$ cat src/rtl/opfetch_pkg.sv
// Shared types for the operand fetch slice: controller state encoding and
// the register-file capacity helper.
package opfetch_pkg;

  typedef enum logic [1:0] {
    IDLE  = 2'd0,
    FETCH = 2'd1,
    OUT   = 2'd2
  } state_t;

  function automatic int cap_f(input int addr_width);
    return 1 << addr_width;
  endfunction

endpackage

$ cat src/rtl/operand_fetch_if.sv
// Bus bundle for operand_fetch: instruction input, operand output, writeback
// strobe and the register-file port. slave is the operand_fetch side.
interface operand_fetch_if #(
  parameter int ADDR_WIDTH = 8,
  parameter int DATA_WIDTH = 8
) ();

  logic                  in_valid;
  logic                  in_ready;
  logic [ADDR_WIDTH-1:0] in_rs1;
  logic [ADDR_WIDTH-1:0] in_rs2;
  logic [ADDR_WIDTH-1:0] in_rd;
  logic                  in_wen;

  logic                  out_valid;
  logic                  out_ready;
  logic [DATA_WIDTH-1:0] out_op1;
  logic [DATA_WIDTH-1:0] out_op2;
  logic [ADDR_WIDTH-1:0] out_rd;
  logic                  out_wen;

  logic                  wb_valid;
  logic [ADDR_WIDTH-1:0] wb_addr;
  logic [DATA_WIDTH-1:0] wb_data;

  logic [ADDR_WIDTH-1:0] rf_r1_addr;
  logic [ADDR_WIDTH-1:0] rf_r2_addr;
  logic [ADDR_WIDTH-1:0] rf_write_addr;
  logic [DATA_WIDTH-1:0] rf_write_data;
  logic                  rf_write_ctrl;
  logic [DATA_WIDTH-1:0] rf_r1_out;
  logic [DATA_WIDTH-1:0] rf_r2_out;

  modport slave (
    input  in_valid, in_rs1, in_rs2, in_rd, in_wen,
    output in_ready,
    output out_valid, out_op1, out_op2, out_rd, out_wen,
    input  out_ready,
    input  wb_valid, wb_addr, wb_data,
    output rf_r1_addr, rf_r2_addr, rf_write_addr, rf_write_data, rf_write_ctrl,
    input  rf_r1_out, rf_r2_out
  );

  modport master (
    output in_valid, in_rs1, in_rs2, in_rd, in_wen,
    input  in_ready,
    input  out_valid, out_op1, out_op2, out_rd, out_wen,
    output out_ready,
    output wb_valid, wb_addr, wb_data,
    input  rf_r1_addr, rf_r2_addr, rf_write_addr, rf_write_data, rf_write_ctrl,
    output rf_r1_out, rf_r2_out
  );

endinterface

$ cat src/rtl/reg_scoreboard.sv
// Busy-bit scoreboard with three combinational lookups. Defining
// OPFETCH_WB_BYPASS_EN lets a same-cycle writeback hide its busy bit.
module reg_scoreboard
  import opfetch_pkg::*;
#(
  parameter int ADDR_WIDTH = 8
) (
  input  logic                  clock,
  input  logic                  reset_n,
  input  logic                  set_en,
  input  logic [ADDR_WIDTH-1:0] set_addr,
  input  logic                  clr_en,
  input  logic [ADDR_WIDTH-1:0] clr_addr,
  input  logic [ADDR_WIDTH-1:0] look_a_addr,
  input  logic [ADDR_WIDTH-1:0] look_b_addr,
  input  logic [ADDR_WIDTH-1:0] look_c_addr,
  output logic                  look_a_busy,
  output logic                  look_b_busy,
  output logic                  look_c_busy
);

  localparam int CAP = cap_f(ADDR_WIDTH);

  logic [CAP-1:0] busy;

  // The set is written last so it wins over a clear of the same entry.
  always_ff @(posedge clock or negedge reset_n) begin
    if (!reset_n) begin
      busy <= '0;
    end else begin
      if (clr_en) busy[clr_addr] <= 1'b0;
      if (set_en) busy[set_addr] <= 1'b1;
    end
  end

`ifdef OPFETCH_WB_BYPASS_EN
  assign look_a_busy = busy[look_a_addr] && !(clr_en && clr_addr == look_a_addr);
  assign look_b_busy = busy[look_b_addr] && !(clr_en && clr_addr == look_b_addr);
  assign look_c_busy = busy[look_c_addr] && !(clr_en && clr_addr == look_c_addr);
`else
  assign look_a_busy = busy[look_a_addr];
  assign look_b_busy = busy[look_b_addr];
  assign look_c_busy = busy[look_c_addr];
`endif

endmodule

$ cat src/rtl/operand_fetch.sv
// Operand fetch front end: issues both source reads, returns the operand pair
// and stalls on scoreboard hazards (writeback bypass via OPFETCH_WB_BYPASS_EN).
module operand_fetch
  import opfetch_pkg::*;
#(
  parameter int ADDR_WIDTH = 8,
  parameter int DATA_WIDTH = 8
) (
  input logic           clock,
  input logic           reset_n,
  operand_fetch_if.slave bus
);

  state_t state, state_next;

  logic                  hazard;
  logic                  accept;
  logic                  in_ready_c;
  logic                  out_valid_c;
  logic                  busy_rs1, busy_rs2, busy_rd;
  logic [ADDR_WIDTH-1:0] pend_rd;
  logic                  pend_wen;
  logic [DATA_WIDTH-1:0] op1_q, op2_q;
  logic [ADDR_WIDTH-1:0] rd_q;
  logic                  wen_q;

  assign bus.rf_write_ctrl = bus.wb_valid;
  assign bus.rf_write_addr = bus.wb_addr;
  assign bus.rf_write_data = bus.wb_data;
  assign bus.rf_r1_addr    = bus.in_rs1;
  assign bus.rf_r2_addr    = bus.in_rs2;

  reg_scoreboard #(.ADDR_WIDTH(ADDR_WIDTH)) u_scoreboard (
    .clock       (clock),
    .reset_n     (reset_n),
    .set_en      (accept && bus.in_wen),
    .set_addr    (bus.in_rd),
    .clr_en      (bus.wb_valid),
    .clr_addr    (bus.wb_addr),
    .look_a_addr (bus.in_rs1),
    .look_b_addr (bus.in_rs2),
    .look_c_addr (bus.in_rd),
    .look_a_busy (busy_rs1),
    .look_b_busy (busy_rs2),
    .look_c_busy (busy_rd)
  );

  assign hazard = busy_rs1 || busy_rs2 || (bus.in_wen && busy_rd);
  assign accept = bus.in_valid && in_ready_c;

  always_ff @(posedge clock or negedge reset_n) begin
    if (!reset_n) state <= IDLE;
    else          state <= state_next;
  end

  always_comb begin
    state_next = state;
    unique case (state)
      IDLE:    if (accept) state_next = FETCH;
      FETCH:   state_next = OUT;
      OUT:     if (bus.out_ready) state_next = accept ? FETCH : IDLE;
      default: state_next = IDLE;
    endcase
  end

  always_comb begin
    out_valid_c = (state == OUT);
    in_ready_c  = ((state == IDLE) || (state == OUT && bus.out_ready)) && !hazard;
  end

  // rd/wen are captured at accept because the input may move on during FETCH.
  always_ff @(posedge clock or negedge reset_n) begin
    if (!reset_n) begin
      pend_rd  <= '0;
      pend_wen <= 1'b0;
      op1_q    <= '0;
      op2_q    <= '0;
      rd_q     <= '0;
      wen_q    <= 1'b0;
    end else begin
      if (accept) begin
        pend_rd  <= bus.in_rd;
        pend_wen <= bus.in_wen;
      end
      if (state == FETCH) begin
        op1_q <= bus.rf_r1_out;
        op2_q <= bus.rf_r2_out;
        rd_q  <= pend_rd;
        wen_q <= pend_wen;
      end
    end
  end

  assign bus.in_ready  = in_ready_c;
  assign bus.out_valid = out_valid_c;
  assign bus.out_op1   = op1_q;
  assign bus.out_op2   = op2_q;
  assign bus.out_rd    = rd_q;
  assign bus.out_wen   = wen_q;

endmodule
$ cat src/flat_wrapper.sv
// flat-port wrapper written by rule: the top's interface ports become plain ports
module operand_fetch_flat import opfetch_pkg::*;
#(
  parameter int ADDR_WIDTH = 8,
  parameter int DATA_WIDTH = 8
)
  (clock, reset_n, bus_in_valid, bus_in_rs1, bus_in_rs2, bus_in_rd, bus_in_wen, bus_in_ready, bus_out_valid, bus_out_op1, bus_out_op2, bus_out_rd, bus_out_wen, bus_out_ready, bus_wb_valid, bus_wb_addr, bus_wb_data, bus_rf_r1_addr, bus_rf_r2_addr, bus_rf_write_addr, bus_rf_write_data, bus_rf_write_ctrl, bus_rf_r1_out, bus_rf_r2_out);
  operand_fetch_if #(.ADDR_WIDTH(ADDR_WIDTH), .DATA_WIDTH(DATA_WIDTH)) bus_i ();
  input logic clock;
  input logic reset_n;
  input wire logic [$bits(bus_i.in_valid)-1:0] bus_in_valid;
  input wire logic [$bits(bus_i.in_rs1)-1:0] bus_in_rs1;
  input wire logic [$bits(bus_i.in_rs2)-1:0] bus_in_rs2;
  input wire logic [$bits(bus_i.in_rd)-1:0] bus_in_rd;
  input wire logic [$bits(bus_i.in_wen)-1:0] bus_in_wen;
  output wire logic [$bits(bus_i.in_ready)-1:0] bus_in_ready;
  output wire logic [$bits(bus_i.out_valid)-1:0] bus_out_valid;
  output wire logic [$bits(bus_i.out_op1)-1:0] bus_out_op1;
  output wire logic [$bits(bus_i.out_op2)-1:0] bus_out_op2;
  output wire logic [$bits(bus_i.out_rd)-1:0] bus_out_rd;
  output wire logic [$bits(bus_i.out_wen)-1:0] bus_out_wen;
  input wire logic [$bits(bus_i.out_ready)-1:0] bus_out_ready;
  input wire logic [$bits(bus_i.wb_valid)-1:0] bus_wb_valid;
  input wire logic [$bits(bus_i.wb_addr)-1:0] bus_wb_addr;
  input wire logic [$bits(bus_i.wb_data)-1:0] bus_wb_data;
  output wire logic [$bits(bus_i.rf_r1_addr)-1:0] bus_rf_r1_addr;
  output wire logic [$bits(bus_i.rf_r2_addr)-1:0] bus_rf_r2_addr;
  output wire logic [$bits(bus_i.rf_write_addr)-1:0] bus_rf_write_addr;
  output wire logic [$bits(bus_i.rf_write_data)-1:0] bus_rf_write_data;
  output wire logic [$bits(bus_i.rf_write_ctrl)-1:0] bus_rf_write_ctrl;
  input wire logic [$bits(bus_i.rf_r1_out)-1:0] bus_rf_r1_out;
  input wire logic [$bits(bus_i.rf_r2_out)-1:0] bus_rf_r2_out;
  assign bus_i.in_valid = bus_in_valid;
  assign bus_i.in_rs1 = bus_in_rs1;
  assign bus_i.in_rs2 = bus_in_rs2;
  assign bus_i.in_rd = bus_in_rd;
  assign bus_i.in_wen = bus_in_wen;
  assign bus_in_ready = bus_i.in_ready;
  assign bus_out_valid = bus_i.out_valid;
  assign bus_out_op1 = bus_i.out_op1;
  assign bus_out_op2 = bus_i.out_op2;
  assign bus_out_rd = bus_i.out_rd;
  assign bus_out_wen = bus_i.out_wen;
  assign bus_i.out_ready = bus_out_ready;
  assign bus_i.wb_valid = bus_wb_valid;
  assign bus_i.wb_addr = bus_wb_addr;
  assign bus_i.wb_data = bus_wb_data;
  assign bus_rf_r1_addr = bus_i.rf_r1_addr;
  assign bus_rf_r2_addr = bus_i.rf_r2_addr;
  assign bus_rf_write_addr = bus_i.rf_write_addr;
  assign bus_rf_write_data = bus_i.rf_write_data;
  assign bus_rf_write_ctrl = bus_i.rf_write_ctrl;
  assign bus_i.rf_r1_out = bus_rf_r1_out;
  assign bus_i.rf_r2_out = bus_rf_r2_out;
  operand_fetch #(.ADDR_WIDTH(ADDR_WIDTH), .DATA_WIDTH(DATA_WIDTH)) u_core (.clock(clock), .reset_n(reset_n), .bus(bus_i));
endmodule
$ cat config.mk
export PLATFORM = sky130hd
export DESIGN_NAME = operand_fetch_flat
export DESIGN_NICKNAME = d
export VERILOG_FILES = /design/src/rtl/opfetch_pkg.sv /design/src/rtl/operand_fetch_if.sv /design/src/rtl/reg_scoreboard.sv /design/src/rtl/operand_fetch.sv /design/src/flat_wrapper.sv
export SDC_FILE = /design/constraint.sdc
export NUM_CORES = 1
export LEC_CHECK = 0
export ABC_AREA = 1
export CAP_MARGIN = 20
export CORE_MARGIN = 2
export CORE_UTILIZATION = 39
export DETAILED_ROUTE_END_ITERATION = 8
export MAX_ROUTING_LAYER = met4
export PLACE_DENSITY_LB_ADDON = 0.3
export SKIP_CTS_REPAIR_TIMING = 1
export SLEW_MARGIN = 20
export SYNTH_ARGS = -nofsm -noshare
export SYNTH_HDL_FRONTEND = slang
export SYNTH_SLANG_ARGS = --single-unit
$ cat constraint.sdc
create_clock -name clock -period 3.2 [get_ports clock]
set_input_delay 0.96 -clock clock [delete_from_list [all_inputs] [get_ports clock]]
set_output_delay 0.96 -clock clock [all_outputs]
set_load 0.03 [all_outputs]
**Word-level counts from Yosys, hierarchy flattened**

Index checks and enable logic that the tools add are counted.

- $mul: 0
- Div/mod/pow operators: 0
- Reductions and logical operators: 13
- Shift-type cells: 0
- Equality and inequality tests: 4
- $lt $le $gt $ge: 6
- Bitwise logic cells: 3
- Add/subtract/negate cells: 0
- Mux-type cells: 16

Operators with widths:

| operator | number |
|---|---|
| 2-to-1 mux 256 bit | 2 |
| bitwise AND 256 bit | 1 |
| NOT 256 bit | 1 |
| bitwise OR 256 bit | 1 |
| < comparator 8 x 9 -> 1 bit, second input constant | 4 |
| binary-select mux 1 bit (select 8 bit) | 3 |
| demux 1 bit (select 8 bit) | 2 |
| >= comparator 8 x 1 -> 1 bit, second input constant | 2 |
| logical AND 1 bit | 7 |
| 2-to-1 mux 1 bit | 6 |
| case mux 2 bit (3 select lines) | 1 |
| 2-to-1 mux 2 bit | 2 |
| inequality test 2 x 1 -> 1 bit, second input constant | 2 |
| logical OR 1 bit | 3 |
| == test 2 x 1 -> 1 bit, second input constant | 1 |
| == test 2 bit, second input constant | 1 |
| zero test 2 bit | 1 |
| AND reduction 2 bit | 1 |
| zero test 1 bit | 1 |

- Input port bits: 62
- Register bits: 292
- Memories kept: 0
- ROM bits: 0
- Word-level logic and storage cells: 50
- Memory bits (writable): 0
- Output and inout port bits: 60
- Latch bits: 0

**Logic depth before layout (Yosys ltp)**

- Depth after elaboration: 10
- Depth in mapped cells: 22
- Gate-level depth less buffers: 18

**Modules after synthesis**

A second synthesis with hierarchy kept.

- Cells, all modules: 2933
- Area total of the unflattened synthesis: 19428.6 sq um

By module, submodules not included:

| module | area each (sq um) | times used | cells an instance |
|---|---|---|---|
| reg_scoreboard | 17635.7 | 1 | 2734 |
| operand_fetch | 1793.0 | 1 | 199 |

**Worst setup path after synthesis**

OpenSTA, ideal clock, no wires.

- Kind: input to output
- Start: in bus_in_rd[0]
- End: out bus_in_ready
- Buffers on the path: 3
- Arrival time: 2473 ps
- Path slack: -233 ps
- Cell stages on the path: 16
- Cell sequence: buf_4 buf_6 buf_4 nand2_1 a21oi_1 o21ai_1 nand2_1 nor2_1 nor2_1 nor2_1 nand2_1 nand2_1 nand2_1 o21ai_2 nand3_2 inv_1

- Word-level cells in the longest chain between the ends: 6

RTL lines:

| element | line | text |
|---|---|---|
| from (decl) | flat_wrapper.sv:14 | `input wire logic [$bits(bus_i.in_rd)-1:0] bus_in_rd;` |
| binary-select mux 1 bit (select 8 bit) | reg_scoreboard.sv:43 | `assign look_c_busy = busy[look_c_addr];` |
| 2-to-1 mux 1 bit (not written as such) | reg_scoreboard.sv:43 |  |
| logical AND 1 bit | operand_fetch.sv:48 | `assign hazard = busy_rs1 \|\| busy_rs2 \|\| (bus.in_wen && busy_rd);` |
| logical OR 1 bit | operand_fetch.sv:48 |  |
| zero test 1 bit | operand_fetch.sv:68 | `in_ready_c = ((state == IDLE) \|\| (state == OUT && bus.out_ready)) && !hazard;` |
| logical AND 1 bit | operand_fetch.sv:68 |  |
| to (decl) | flat_wrapper.sv:16 | `output wire logic [$bits(bus_i.in_ready)-1:0] bus_in_ready;` |

Every way passes these cells. The select of a mux whose other input is x is not followed.

**Worst setup path in the final report**

- Start: in bus_in_rd[4]
- End: out bus_in_ready

Same word-level chain as after synthesis.

==> results.md <==
* Pre-Repair DR Iteration Count at 7
* All-layer global routing usage at 36.9%
* Static leakage at 12.6 nW
* # rows at 85
* CTS Sinks at 292
* Post-route DRC at 0
* Antenna-violating nets left at 0
* Failing checks: negative setup slack
* Syn Inst Count at 3459
* Final setup TNS at -0.729 ns
* Initial Util at 39.6%
* Detail Placement HPWL at 67.0 mm
* Placed Area at 24500 um2
* DIE WIDTH at 238 um
* Hold violation total from the final report at 0
* Simple-gate area share of the yosys netlist at 48.0%
* Worst Max-Slew Pin Slew at 0.954 ns
* I/O Buffers at 105
* Synth warn at 0
* HP Class: input pin to asynchronous set/reset pin
* Post-synthesis sequential area ratio at 34.2%
* Final min period at 3.93 ns
* Worst slew margin at 36.4%
* Synth unique cells at 24
* Layout cell share with drive strength beyond 1 at 13.5%
* Max VDD drop at 0.000557 V
* CP Class: input pin to output port
* Maximum clock insertion buffer count at 3
* RePlAce Congestion at 1.02
* RSZ-0062 raised after global routing: yes
* First-pass GRT wire length at 154 mm
* Final worst slack at -0.729 ns
* CP Capture Type: output port
* Outcome: finished, violations left
* Drt total wl at 106 mm
* Initial antenna violation count at 4
* Drt first-iter violations at 4329
* Clock transition at path regs at 0.06 ns
* Cell mode on critical path: nand2_1
* Mux cell area share after synthesis at 0.842%
* Area growth, synth to finish at 24.0%
* #FFs+latches synth at 292
* Max Clock Freq at 255 MHz
* Pin count of the biggest net entering global routing at 158
* CP required at 2.24 ns
* Mean post-synth cell area at 6.18 um2
* CTS tree: yes
* Syn_nets at 3521
* Clk_lat worst skew at 0.60 ns
* Via/cell ratio at 6.03
* NumNets Final at 3648
* Clock root buffer: clkbuf_16
* Startpoint types: input pin
* Pwr dens at 438 nW/um2
* Max Slew Vio Count at 0
* Non-Filler Cell Area, Final at 26500 um2
* Worst path slowest cell: clkdlybuf4s50_1
* Mapped cell area at 21400 um2
* CP Cell Sequence: clkdlybuf4s50_1, inv_1, nand2_1, nor2_1, nor2_1, nand2_1, nand2_1, nand2_1, o21ai_2, nand3_4, inv_4, buf_6
* Wire per inst at 24.5 um
* Worst-path fanout max at 5
* Synth Area in Compound Gates at 8.30%
* Final Cycle Share at 123%
* Vias in the first global route at 23200
* DIE AREA at 56700 um2
* Detailed-route via count at 26000
* Total I/O pin count at 122
* CORE AREA at 54000 um2
* TritonCTS buffer count at 38
* Final core utilization at 49.1%
* # setup viols final at 1
* Main combinational cell family by area after synthesis: simple AND/OR/NAND/NOR gates
* Xor/xnor share of the synthesized area at 0%
* Adder-cell share of the synthesized area at 0%
* Die Y at 238 um
* Clk_skew at 0.0290 ns
* Gr ovfl total at 0
* Max-cap violations at 0
* CP peak stage delay at 0.65 ns
* H-tree Lvls at 2
* Worst EP arrival at 2.97 ns
## Yosys cell counts (all sizes together)
master / number / area (um2)
a21oi: 35 / 175
buf: 168 / 1080
clkbuf: 139 / 522
dfrtp: 292 / 7310
inv: 69 / 262
mux2: 16 / 180
nand2: 1333 / 5000
nand3: 757 / 3940
nand3b: 1 / 7.51
nand4: 15 / 93.8
nor2: 323 / 1220
o21ai: 295 / 1480
o31ai: 16 / 120
## kinds of logic (layout without fill, tap and decap cells)
logic type	count (synthesis)	after routing
multiplexers	16	16
buffers and inverters	376	531
other	0	4
AND/OR/NAND/NOR	2429	2429
flip-flops	292	292
AO/OA/AOI/OAI	346	346
## metal layers
metal  vias up  global-route usage (%)  share of wire, %
li1      11500                       -                 -
met1     11900                    48.5                38
met5         -                       -                 0
met3       471                    10.6                15
met4         0                    19.6               6.6
met2      2113                    51.2                41
## stage by stage
| stage | hold slack (ns) | power, W | std cells | setup slack, ns |
|---|---|---|---|---|
| 2_1_floorplan | 0.475 | 0.00563 | 3459 | -0.107 |
| 3_3_place_gp | 0.479 | 0.00687 | 4219 | -0.990 |
| 3_5_place_dp | 0.476 | 0.00688 | 4219 | -1.00 |
| 4_1_cts | 0.353 | 0.0114 | 4287 | -1.01 |
| 5_1_grt | 0.373 | 0.0120 | 4314 | -0.854 |
| 6_report | 0.349 | 0.0116 | 4314 | -0.729 |
## cell type report
cell class	count	area [um2]
clock buffers	53	1120
diodes	4	10.0
clock inverters	15	179
flip-flops and latches	292	7310
well taps	696	871
multi-input cells	2791	12400
inverters	69	282
fillers	5469	27500
repair buffers	394	4340
## state kept, by name, indices dropped and copies added, names as in the netlist
name / flops
u_core.bus.out_wen: 1
u_core.pend_wen: 1
u_core.state: 2
u_core.bus.out_op2: 8
u_core.u_scoreboard.busy: 256
u_core.bus.out_rd: 8
u_core.bus.out_op1: 8
u_core.pend_rd: 8
## critical path: cells and delay by family
kind / cells / cell delay, ns
buf+inv: 4 / 0.94
simple gates: 7 / 0.87
compound gates: 1 / 0.18
## where the power goes
group | total (W) | switching (W) | internal (W)
Combinational | 0.00295 | 0.00185 | 0.00110
Sequential | 0.00413 | 0.000175 | 0.00396
Clock | 0.00454 | 0.00185 | 0.00269
Total | 0.0116 | 0.00388 | 0.00774
## path summary, 6_finish.rpt
| check | from | endpoint | slack (ns) | depth (start not counted) |
|---|---|---|---|---|
| worst min register to register | u_core.bus.out_wen | u_core.bus.out_wen | 0.49 | 2 |
| worst min-delay path | reset_n | u_core.bus.out_rd[6] | 0.35 | 1 |
| worst max register to register | u_core.u_scoreboard.busy[71] | u_core.u_scoreboard.busy[54] | 0.43 | 18 |
| min in group clock | u_core.bus.out_wen | u_core.bus.out_wen | 0.49 | 2 |
| worst max-delay path | bus_in_rd[4] | bus_in_ready | -0.73 | 12 |
| max in group asynchronous | reset_n | u_core.u_scoreboard.busy[3] | 2.03 | 2 |
## cell usage in the layout, fill, tap and decap left out, types with 54 or more instances in the layout
master and instances:
buf_12 67, buf_4 221, clkdlybuf4s50_1 67, dfrtp_1 292, inv_1 59, nand2_1 1328, nand3_1 701, nand3_2 54
nor2_1 313, o21ai_0 275
Power figures use the tool's default switching activity.
